**config.mk**
```make
export PLATFORM = sky130hd
export DESIGN_NAME = bnn_neuron_sched_flat
export DESIGN_NICKNAME = d
export VERILOG_FILES = /design/src/rtl/bnn_pkg.sv /design/src/rtl/bnn_neuron_sched_if.sv /design/src/rtl/bnn_feat_buf.sv /design/src/rtl/bnn_neuron_sched.sv /design/src/flat_wrapper.sv
export SDC_FILE = /design/constraint.sdc
export NUM_CORES = 1
export LEC_CHECK = 0
export BUFFER_PORTS_ARGS = -buffer_cell sky130_fd_sc_hd__buf_2
export CAP_MARGIN = 10
export CELL_PAD_IN_SITES_DETAIL_PLACEMENT = 1
export CELL_PAD_IN_SITES_GLOBAL_PLACEMENT = 1
export CORE_ASPECT_RATIO = 0.8
export CORE_MARGIN = 1.5
export CORE_UTILIZATION = 41
export CTS_CLUSTER_DIAMETER = 100
export DETAILED_ROUTE_END_ITERATION = 8
export GPL_ROUTABILITY_DRIVEN = 0
export PLACE_DENSITY = 0.79
export SLEW_MARGIN = 40
export SYNTH_ARGS = -nofsm -noshare
export SYNTH_HDL_FRONTEND = slang
export SYNTH_HIERARCHICAL = 1
export SYNTH_SLANG_ARGS = --single-unit
export TNS_END_PERCENT = 10
```
**constraint.sdc**
```tcl
create_clock -name clk -period 2 [get_ports clk]
set_input_delay 0.2 -clock clk [delete_from_list [all_inputs] [get_ports clk]]
set_output_delay 0.2 -clock clk [all_outputs]
set_load 0.05 [all_outputs]
```
**src/rtl/bnn_pkg.sv**
```systemverilog
// Shared state encoding and elaboration-time helpers for the BNN neuron scheduler.
package bnn_pkg;

    typedef enum logic [2:0] {
        LOAD = 3'd0,
        CLR  = 3'd1,
        RUN  = 3'd2,
        PUT  = 3'd3,
        CAPT = 3'd4,
        DONE = 3'd5
    } state_t;

    // Ceiling log2, never below 1 so a single-entry counter still gets a bit.
    function automatic int unsigned clog2(input int unsigned v);
        int unsigned r;
        r = 0;
        while ((32'd1 << r) < v) r = r + 1;
        return (r == 0) ? 32'd1 : r;
    endfunction

    // M signed terms of B bits fit in B+N bits only while M <= 2^(N-1).
    function automatic bit headroom_ok(input int unsigned m, input int unsigned n);
        return (n >= 1) && (m <= (32'd1 << (n - 1)));
    endfunction

endpackage

```
**src/rtl/bnn_neuron_sched_if.sv**
```systemverilog
// Feature stream, activation stream and accumulator control bundle for bnn_neuron_sched.
interface bnn_neuron_sched_if #(
    parameter int unsigned M = 8,
    parameter int unsigned K = 4,
    parameter int unsigned B = 8
);
    logic           in_valid;
    logic           in_ready;
    logic [B-1:0]   in_data;
    logic [K*M-1:0] weights;
    logic           out_valid;
    logic           out_ready;
    logic [K-1:0]   out_bits;
    logic           acc_rst;
    logic           acc_put;
    logic           acc_add_sub;
    logic [B-1:0]   acc_data;
    logic           acc_out;

    // Scheduler side
    modport slave (
        input  in_valid, in_data, weights, out_ready, acc_out,
        output in_ready, out_valid, out_bits, acc_rst, acc_put, acc_add_sub, acc_data
    );

    // Producer / consumer / accumulator side
    modport master (
        output in_valid, in_data, weights, out_ready, acc_out,
        input  in_ready, out_valid, out_bits, acc_rst, acc_put, acc_add_sub, acc_data
    );
endinterface

```
**src/rtl/bnn_feat_buf.sv**
```systemverilog
// M x B feature register file: one synchronous write port, one asynchronous read port.
module bnn_feat_buf
    import bnn_pkg::*;
#(
    parameter int unsigned M = 8,
    parameter int unsigned B = 8
) (
    input  logic                  clk,
    input  logic                  we,
    input  logic [clog2(M)-1:0]   waddr,
    input  logic [B-1:0]          wdata,
    input  logic [clog2(M)-1:0]   raddr,
    output logic [B-1:0]          rdata
);
    logic [B-1:0] mem [M];

    // Contents need no reset: every entry is written before it is read.
    always_ff @(posedge clk) begin
        if (we) mem[waddr] <= wdata;
    end

    assign rdata = mem[raddr];
endmodule

```
**src/rtl/bnn_neuron_sched.sv**
```systemverilog
// Time-shares one sign accumulator across K binarized neurons over a buffered M-feature vector.
module bnn_neuron_sched
    import bnn_pkg::*;
#(
    parameter int unsigned M = 8,
    parameter int unsigned K = 4,
    parameter int unsigned B = 8,
    parameter int unsigned N = 4
) (
    input  logic               clk,
    input  logic               rst,
    bnn_neuron_sched_if.slave  bus
);
    localparam int unsigned IW = clog2(M);
    localparam int unsigned NW = clog2(K);
    localparam logic [IW-1:0] IDX_LAST = IW'(M - 1);
    localparam logic [NW-1:0] NRN_LAST = NW'(K - 1);

    if (!headroom_ok(M, N)) begin : g_headroom_fail
        $error("bnn_neuron_sched: M exceeds 2^(N-1), accumulator would overflow");
    end

    state_t          state;
    state_t          state_nxt;
    logic [IW-1:0]   idx;
    logic [IW-1:0]   idx_nxt;
    logic [NW-1:0]   nrn;
    logic [NW-1:0]   nrn_nxt;
    logic            buf_we;
    logic            capt;
    logic [B-1:0]    rdata;
    logic [M-1:0]    nrn_w;
    logic [K-1:0]    out_bits_q;

    bnn_feat_buf #(.M(M), .B(B)) u_buf (
        .clk   (clk),
        .we    (buf_we),
        .waddr (idx),
        .wdata (bus.in_data),
        .raddr (idx),
        .rdata (rdata)
    );

    // Weight row of the neuron currently being evaluated.
    always_comb begin
        nrn_w = '0;
        for (int k = 0; k < K; k++) begin
            if (nrn == NW'(k)) nrn_w = bus.weights[k*M +: M];
        end
    end

    always_ff @(posedge clk) begin
        if (!rst) state <= LOAD;
        else      state <= state_nxt;
    end

    always_comb begin
        state_nxt       = state;
        idx_nxt         = idx;
        nrn_nxt         = nrn;
        buf_we          = 1'b0;
        capt            = 1'b0;
        bus.in_ready    = 1'b0;
        bus.out_valid   = 1'b0;
        bus.acc_rst     = ~rst;
        bus.acc_put     = 1'b0;
        bus.acc_add_sub = 1'b1;
        bus.acc_data    = '0;

        case (state)
            LOAD: begin
                bus.in_ready = 1'b1;
                if (bus.in_valid) begin
                    buf_we = 1'b1;
                    if (idx == IDX_LAST) begin
                        idx_nxt   = '0;
                        nrn_nxt   = '0;
                        state_nxt = CLR;
                    end else begin
                        idx_nxt = idx + IW'(1);
                    end
                end
            end
            CLR: begin
                bus.acc_rst = 1'b1;
                state_nxt   = RUN;
            end
            RUN: begin
                bus.acc_data    = rdata;
                bus.acc_add_sub = nrn_w[idx];
                if (idx == IDX_LAST) begin
                    idx_nxt   = '0;
                    state_nxt = PUT;
                end else begin
                    idx_nxt = idx + IW'(1);
                end
            end
            PUT: begin
                // Zero operand with add keeps the put cycle from contributing a term.
                bus.acc_put = 1'b1;
                state_nxt   = CAPT;
            end
            CAPT: begin
                capt = 1'b1;
                if (nrn == NRN_LAST) begin
                    state_nxt = DONE;
                end else begin
                    nrn_nxt   = nrn + NW'(1);
                    state_nxt = CLR;
                end
            end
            DONE: begin
                bus.out_valid = 1'b1;
                if (bus.out_ready) state_nxt = LOAD;
            end
            default: state_nxt = LOAD;
        endcase
    end

    // Counters and the activation register; activations hold until overwritten.
    always_ff @(posedge clk) begin
        if (!rst) begin
            idx        <= '0;
            nrn        <= '0;
            out_bits_q <= '0;
        end else begin
            idx <= idx_nxt;
            nrn <= nrn_nxt;
            for (int k = 0; k < K; k++) begin
                if (capt && (nrn == NW'(k))) out_bits_q[k] <= bus.acc_out;
            end
        end
    end

    assign bus.out_bits = out_bits_q;
endmodule
```
**src/flat_wrapper.sv**
```systemverilog
// flat-port wrapper written by rule: the top's interface ports become plain ports
module bnn_neuron_sched_flat import bnn_pkg::*;
#(
    parameter int unsigned M = 8,
    parameter int unsigned K = 4,
    parameter int unsigned B = 8,
    parameter int unsigned N = 4
)
  (clk, rst, bus_in_valid, bus_in_data, bus_weights, bus_out_ready, bus_acc_out, bus_in_ready, bus_out_valid, bus_out_bits, bus_acc_rst, bus_acc_put, bus_acc_add_sub, bus_acc_data);
  bnn_neuron_sched_if #(.M(M), .K(K), .B(B)) bus_i ();
  input  logic clk;
  input  logic rst;
  input wire logic [$bits(bus_i.in_valid)-1:0] bus_in_valid;
  input wire logic [$bits(bus_i.in_data)-1:0] bus_in_data;
  input wire logic [$bits(bus_i.weights)-1:0] bus_weights;
  input wire logic [$bits(bus_i.out_ready)-1:0] bus_out_ready;
  input wire logic [$bits(bus_i.acc_out)-1:0] bus_acc_out;
  output wire logic [$bits(bus_i.in_ready)-1:0] bus_in_ready;
  output wire logic [$bits(bus_i.out_valid)-1:0] bus_out_valid;
  output wire logic [$bits(bus_i.out_bits)-1:0] bus_out_bits;
  output wire logic [$bits(bus_i.acc_rst)-1:0] bus_acc_rst;
  output wire logic [$bits(bus_i.acc_put)-1:0] bus_acc_put;
  output wire logic [$bits(bus_i.acc_add_sub)-1:0] bus_acc_add_sub;
  output wire logic [$bits(bus_i.acc_data)-1:0] bus_acc_data;
  assign bus_i.in_valid = bus_in_valid;
  assign bus_i.in_data = bus_in_data;
  assign bus_i.weights = bus_weights;
  assign bus_i.out_ready = bus_out_ready;
  assign bus_i.acc_out = bus_acc_out;
  assign bus_in_ready = bus_i.in_ready;
  assign bus_out_valid = bus_i.out_valid;
  assign bus_out_bits = bus_i.out_bits;
  assign bus_acc_rst = bus_i.acc_rst;
  assign bus_acc_put = bus_i.acc_put;
  assign bus_acc_add_sub = bus_i.acc_add_sub;
  assign bus_acc_data = bus_i.acc_data;
  bnn_neuron_sched #(.M(M), .K(K), .B(B), .N(N)) u_core (.clk(clk), .rst(rst), .bus(bus_i));
endmodule
```
# Word level (Yosys, flattened, before mapping)

Memory sizes are Yosys's and may differ from the RTL's. A register that Yosys moved wholly into a read port is not among the register bits.
Cells that the tools add are included.

Register bits after elaboration: 12
Memory bits (writable): 64
Bits of input ports: 45
Output and inout bits: 17
Word-level logic and storage cells: 69
Memories: 1

Memory list:

| name             | words | width | rd ports | clocked after Yosys merged registers in | wr ports | line               | source |
|---|---|---|---|---|---|---|---|
| u_core.u_buf.mem | 8     | 8     | 1        | 1                                       | 1        | bnn_feat_buf.sv:15 | `logic [B-1:0] mem [M];` |

Add/sub/neg operators: 2
Magnitude comparators: 1
Equal/unequal tests: 14
Mux-type cells: 32
Bitwise gates (word level): 1
Reductions and logical operators: 11

Operators with widths:

| operator              | number |
|---|---|
| $mux W8               | 5 |
| $mux W3               | 9 |
| $pmux W3 S6           | 1 |
| $mux W1               | 11 |
| $eq A3 B3 Y1 const B  | 3 |
| $reduce_and A4 Y1     | 2 |
| $eq A3 B2 Y1 const B  | 2 |
| $mux W2               | 3 |
| $ne A2 B2 Y1 const B  | 3 |
| $pmux W3 S2           | 1 |
| $eq A2 B2 Y1 const B  | 2 |
| $logic_and A1 B1 Y1   | 4 |
| $lt A3 B4 Y1 const B  | 1 |
| $ne A2 B1 Y1 const B  | 2 |
| $pmux W2 S2           | 1 |
| $reduce_bool A2 Y1    | 2 |
| $add A3 B1 Y3 const B | 1 |
| $bmux W1 S3           | 1 |
| $eq A3 B1 Y1 const B  | 1 |
| $logic_not A3 Y1      | 1 |
| $add A2 B1 Y2 const B | 1 |
| $eq A2 B1 Y1 const B  | 1 |
| $logic_not A2 Y1      | 1 |
| $reduce_and A2 Y1     | 1 |
| $not A1 Y1            | 1 |

# Depth between registers and ports, before layout

Word-level depth: 8
Depth in mapped cells: 8

# Cells and area by module

The synthesis kept the hierarchy.

Modules (own cells, without submodules):

| module           | times used | cells each | area each (um2) | seq. area each (um2) |
|---|---|---|---|---|
| bnn_feat_buf     | 1          | 106        | 2531.2          | 1921.8 |
| bnn_neuron_sched | 1          | 127        | 1022.2          | 240.2 |

# Least setup slack after synthesis

No wires, ideal clock.

Path type: register to register
From: register u_core.state[2]
To: memory u_core.u_buf.mem[0][0] (enable)
Arrival: 2148 ps
Data required time: 1617 ps
Path slack: -531 ps
Stages on the path, launching flop included: 6
Buffers on the path: 1
Clock period less this slack: 2531 ps
Path through: dfxtp_1 buf_2 nor3_2 and2_1 nand2b_1 nor3_1

Word-level cells in the longest chain between the ends: 4

Ends and longest elaborated chain:

| item                          | line                   | source |
|---|---|---|
| from (decl)                   | bnn_neuron_sched.sv:23 | `state_t state;` |
| from (signal assigned)        | bnn_neuron_sched.sv:54 | `else state <= state_nxt;` |
| $logic_not A3 Y1              | bnn_neuron_sched.sv:70 | `case (state)` |
| $mux W1                       | bnn_neuron_sched.sv:70 |  |
| net u_core.buf_we             | bnn_neuron_sched.sv:29 | `logic buf_we;` |
| $mux W1                       | bnn_feat_buf.sv:19     | `if (we) mem[waddr] <= wdata;` |
| $mux W1 (implied by the code) | bnn_feat_buf.sv:19     |  |
| to (decl)                     | bnn_feat_buf.sv:15     |  |

The timed path passes the listed nets, and every way through them passes these cells.

# Final worst setup path

From: register u_core.nrn[0]
To: output bus_acc_add_sub

Word-level cells in the longest chain between the ends: 8
Elaborated cells on any way between the ends: 11
Classes of those cells: eq/ne (3); mux (7); reduce/logical (1)

Ends and longest elaborated chain:

| item                              | line                    | source |
|---|---|---|
| from (decl)                       | bnn_neuron_sched.sv:27  | `logic [NW-1:0] nrn;` |
| from (signal assigned)            | bnn_neuron_sched.sv:128 | `nrn <= nrn_nxt;` |
| $logic_not A2 Y1                  | bnn_neuron_sched.sv:48  | `if (nrn == NW'(k)) nrn_w = bus.weights[k*M +: M];` |
| $mux W8 (3 in series)             | bnn_neuron_sched.sv:48  |  |
| $mux W8 (*)                       | bnn_neuron_sched.sv:48  |  |
| $bmux W1 S3 (*)                   | bnn_neuron_sched.sv:90  | `bus.acc_add_sub = nrn_w[idx];` |
| $mux W1 (implied by the code) (*) | bnn_neuron_sched.sv:90  |  |
| $mux W1 (*)                       | bnn_neuron_sched.sv:70  |  |
| to (decl)                         | flat_wrapper.sv:23      | `output wire logic [$bits(bus_i.acc_add_sub)-1:0] bus_acc_add_sub;` |

Mark *: on every way between the ends. The rest lies on a longest branch, timed or not. The select of a mux whose other input is x is not followed.

==> results.sh <==
export IMPL_power_switching_uw=744.1
export IMPL_ys_types=38
export IMPL_drtAntennaViolNets=0
export IMPL_grt_pass1_vias=2508
export IMPL_reg2reg_slack_ps=190
export IMPL_vias_per_cell=5.270
export IMPL_fill_cells=869
export IMPL_hold_buffers=0
export IMPL_fin_crit_sh_pct=114.7
export IMPL_fp_dieW_um=107.1
export IMPL_pin_count=62
export IMPL_critPathMaxFanout=5
export IMPL_dp_hpwl_um=6111
export IMPL_ys_warn_count=6
export IMPL_wirelength_um=8721
export IMPL_core_sq_mm=0.008446
export IMPL_rsz0062_at_grt="yes"
export IMPL_dpl_cell_count=425
export IMPL_rr_worst_depth=7
export IMPL_power_frac_comb_pct=8.7
export IMPL_netlist_area_sq_mm=0.003553
export IMPL_grt_max_degree=16
export IMPL_placed_area_sq_mm=0.004205
export IMPL_die_h_um=86.27
export IMPL_syn_to_final_growth_pct=27.85
export IMPL_drtIter0Drc=147
export IMPL_firstDrtPassIters=4
export IMPL_final_core_util_pct=53.79
export IMPL_fmax_mhz=436.0
export IMPL_final_cell_mix="64 x edfxtp_1, 52 x buf_2, 36 x buf_4"
export IMPL_timing_hold_violations_final=0
export IMPL_initial_core_util_pct=42.07
export IMPL_period_needed_ps=2293
export IMPL_slowest_delay_ps=460
export IMPL_internal_power_mw=2.608
export IMPL_grt_pass1_wl_um=13540
export IMPL_path_class="reg -> out"
export IMPL_layout_commonest_cell="edfxtp_1"
export IMPL_antennaDiodeCount=0
export IMPL_stdcell_count=445
export IMPL_path_cells="buf_4 -> ha_4 -> nor2b_4 -> a22o_1 -> mux4_2 -> o21ai_2 -> a32oi_2 -> buf_6"
export IMPL_avgSynthCellArea_sq_um=15.25
export IMPL_dr_total_vias=2345
export IMPL_tightest_slew_ps=498.1
export IMPL_synthCells=233
export IMPL_ys_ff_latch=76
export IMPL_endpoint_kind="output port"
export IMPL_clkTransAtPathRegs_ps=90
export IMPL_critPathArrivalTime_ps=2090
export IMPL_p_seq_share_pct=52.5
export IMPL_setup_viol=9
export IMPL_ctsLongestPathBuffers=2
export IMPL_cp_data_required_time_ps=1800
export IMPL_antenna_found_initial=0
export IMPL_cts_root_buffer="clkbuf_8"
export IMPL_crit_slowest_cell="mux4_2"
export IMPL_synth_nets=284
export IMPL_switching_share_pct=22.20
export IMPL_yosysSeqAreaShare_pct=60.85
export IMPL_cts_sinks=76
export IMPL_power_density_mw_per_mm2=737.8
export IMPL_htree_num_levels=3
export IMPL_min_path_cells=1
export IMPL_dieArea_sq_mm=0.009238
export IMPL_clkLatencyLatePin_ps=360
export IMPL_cts_buffers=9
export IMPL_worstHoldStart="bus_in_data[1]"
export IMPL_status="finished, violations left"
export IMPL_synthTopCellsByArea="edfxtp_1 54%, mux4_1 11%, dfxtp_1 6.8%"
export IMPL_final_nets=379
export IMPL_hold_class="in -> reg"
export IMPL_dp_slack_ps=-102.1
export IMPL_wl_per_cell_um=19.60
export IMPL_drive_above_1_share_pct=48.05
export IMPL_finalMaxSlewViolations=0
export IMPL_violations="negative setup slack"
export IMPL_startpoint_type="flip-flop"
export IMPL_r2r_start="u_core/idx[1]"
export IMPL_cts_tree="yes"
export IMPL_r2r_end="u_core/nrn[0]"
export IMPL_hold_path_end="u_core/u_buf/mem[3][1]"
export IMPL_synth_area_leader_cell="edfxtp_1"
export IMPL_max_slew_margin_pct=66.67
export IMPL_ir_worst_vdd_mv=0.4825
export IMPL_drc_errors=0
export IMPL_skew_ps=11.31
export IMPL_leakage_nw=1.681
export IMPL_final_area_sq_mm=0.004543
export IMPL_io_buffers=61
export IMPL_clockPowerShare_pct=38.8
export IMPL_max_cap_violations=0
export IMPL_fin_ws_ps=-293.5
export IMPL_grt_usage_pct=20.07
export IMPL_overflow=0
export IMPL_num_rows=30
export IMPL_netlist_area_leader_share_pct=54.08
-- worst max path at each step --
stage | cells past startpoint | slack, ps | from | to
6_report | 8 | -290 | u_core/nrn[0] | bus_acc_add_sub
5_1_grt | 8 | -380 | u_core/nrn[0] | bus_acc_add_sub
4_1_cts | 8 | -310 | u_core/nrn[1] | bus_acc_add_sub
3_5_place_dp | 8 | -100 | u_core/nrn[0] | bus_acc_add_sub
3_3_place_gp | 8 | 5 | u_core/nrn[0] | bus_acc_add_sub
2_1_floorplan | 5 | -80 | u_core/state[2] | u_core/u_buf/mem[1][0]
-- sequential cells by signal (all words and copies together) (netlist names) --
signal and flops:
u_core/state 3, u_core/idx 3, u_core/u_buf/mem 64, u_core/nrn 2, u_core/bus.out_bits 4
-- what timing repair did --
action	in CTS	in global routing
resized for setup	46	4
pin swaps	6	0
endpoints found under the setup margin	9	11
setup buffers	4	0
-- Yosys cell counts --
master and instances:
a22o_1 2, nand3_1 5, and4_1 1, nand2b_1 4, buf_12 1, a21oi_2 1, and2_1 9, a221oi_1 6
nor2b_1 8, mux4_2 2, o21a_1 2, a21boi_0 5, mux2_2 10, a32oi_1 2, buf_1 1, ha_1 6
nand4_1 3, xnor2_1 1, nand2_1 15, buf_6 2, nor3b_2 1, edfxtp_1 64, o31ai_1 3, o21ai_0 1
nor3_2 1, o21ai_1 1, nor2b_4 1, dfxtp_1 12, a211oi_1 3, a21oi_1 5, mux2i_1 6, clkbuf_1 4
nor2_1 13, buf_2 6, nor3_1 4, inv_1 6, nor3b_1 1, mux4_1 15
-- layout make-up --
cell class | instances | area [sq um] | share of cell area, %
multi-input combinational | 137 | 1326 | 29.19
inverter | 6 | 22.52 | 0.4957
clock buffer | 9 | 123.9 | 2.727
clock inverter | 7 | 98.84 | 2.176
tap | 112 | 140.1 | 3.085
sequential | 76 | 2171 | 47.78
timing repair buffer | 98 | 660.6 | 14.54
-- worst max-delay path, delay by kind of cell, from the launching register on --
kind	cells	cell delay [ps]
simple gates	1	60
mux	1	460
flops	1	370
compound gates	3	400
buf+inv	2	290
fa+ha+maj	1	160
-- layer usage --
layer | track usage (%) | share of wire [%]
met5 | 0 | 0
met3 | 4.135 | 4.5
met2 | 35.38 | 52
met4 | 7.515 | 1.4
met1 | 24.45 | 42
-- power groups by stage --
stage / clock network, mW / registers, mW / logic (mW)
6_report: 1.30 / 1.76 / 0.291
2_1_floorplan: 0 / 1.79 / 0.153
3_5_place_dp: 0 / 1.80 / 0.271
3_3_place_gp: 0 / 1.79 / 0.259
5_1_grt: 1.38 / 1.76 / 0.314
4_1_cts: 1.33 / 1.76 / 0.290
-- cell families (layout without fill, tap and decap cells) --
logic type | after synthesis | after routing | share of synthesized area, %
buf+inv | 20 | 120 | 3.204
xor+xnor | 1 | 1 | 0.2465
compound gates | 31 | 31 | 6.443
fa+ha+maj | 6 | 6 | 2.113
mux | 33 | 33 | 17.22
flops | 76 | 76 | 60.84
simple gates | 66 | 66 | 9.929
-- through the flow --
| step | setup TNS (ps) | power, mW | hold WS (ps) |
|---|---|---|---|
| floorplan | -4298 | 1.947 | 298.9 |
| global placement | 0 | 2.053 | 449.5 |
| detailed placement | -102.1 | 2.067 | 460.3 |
| CTS | -1874 | 3.376 | 102.5 |
| global route | -2324 | 3.460 | 110.3 |
| finish | -1666 | 3.352 | 115.9 |
No activity file was read; power rests on OpenSTA's default activity.
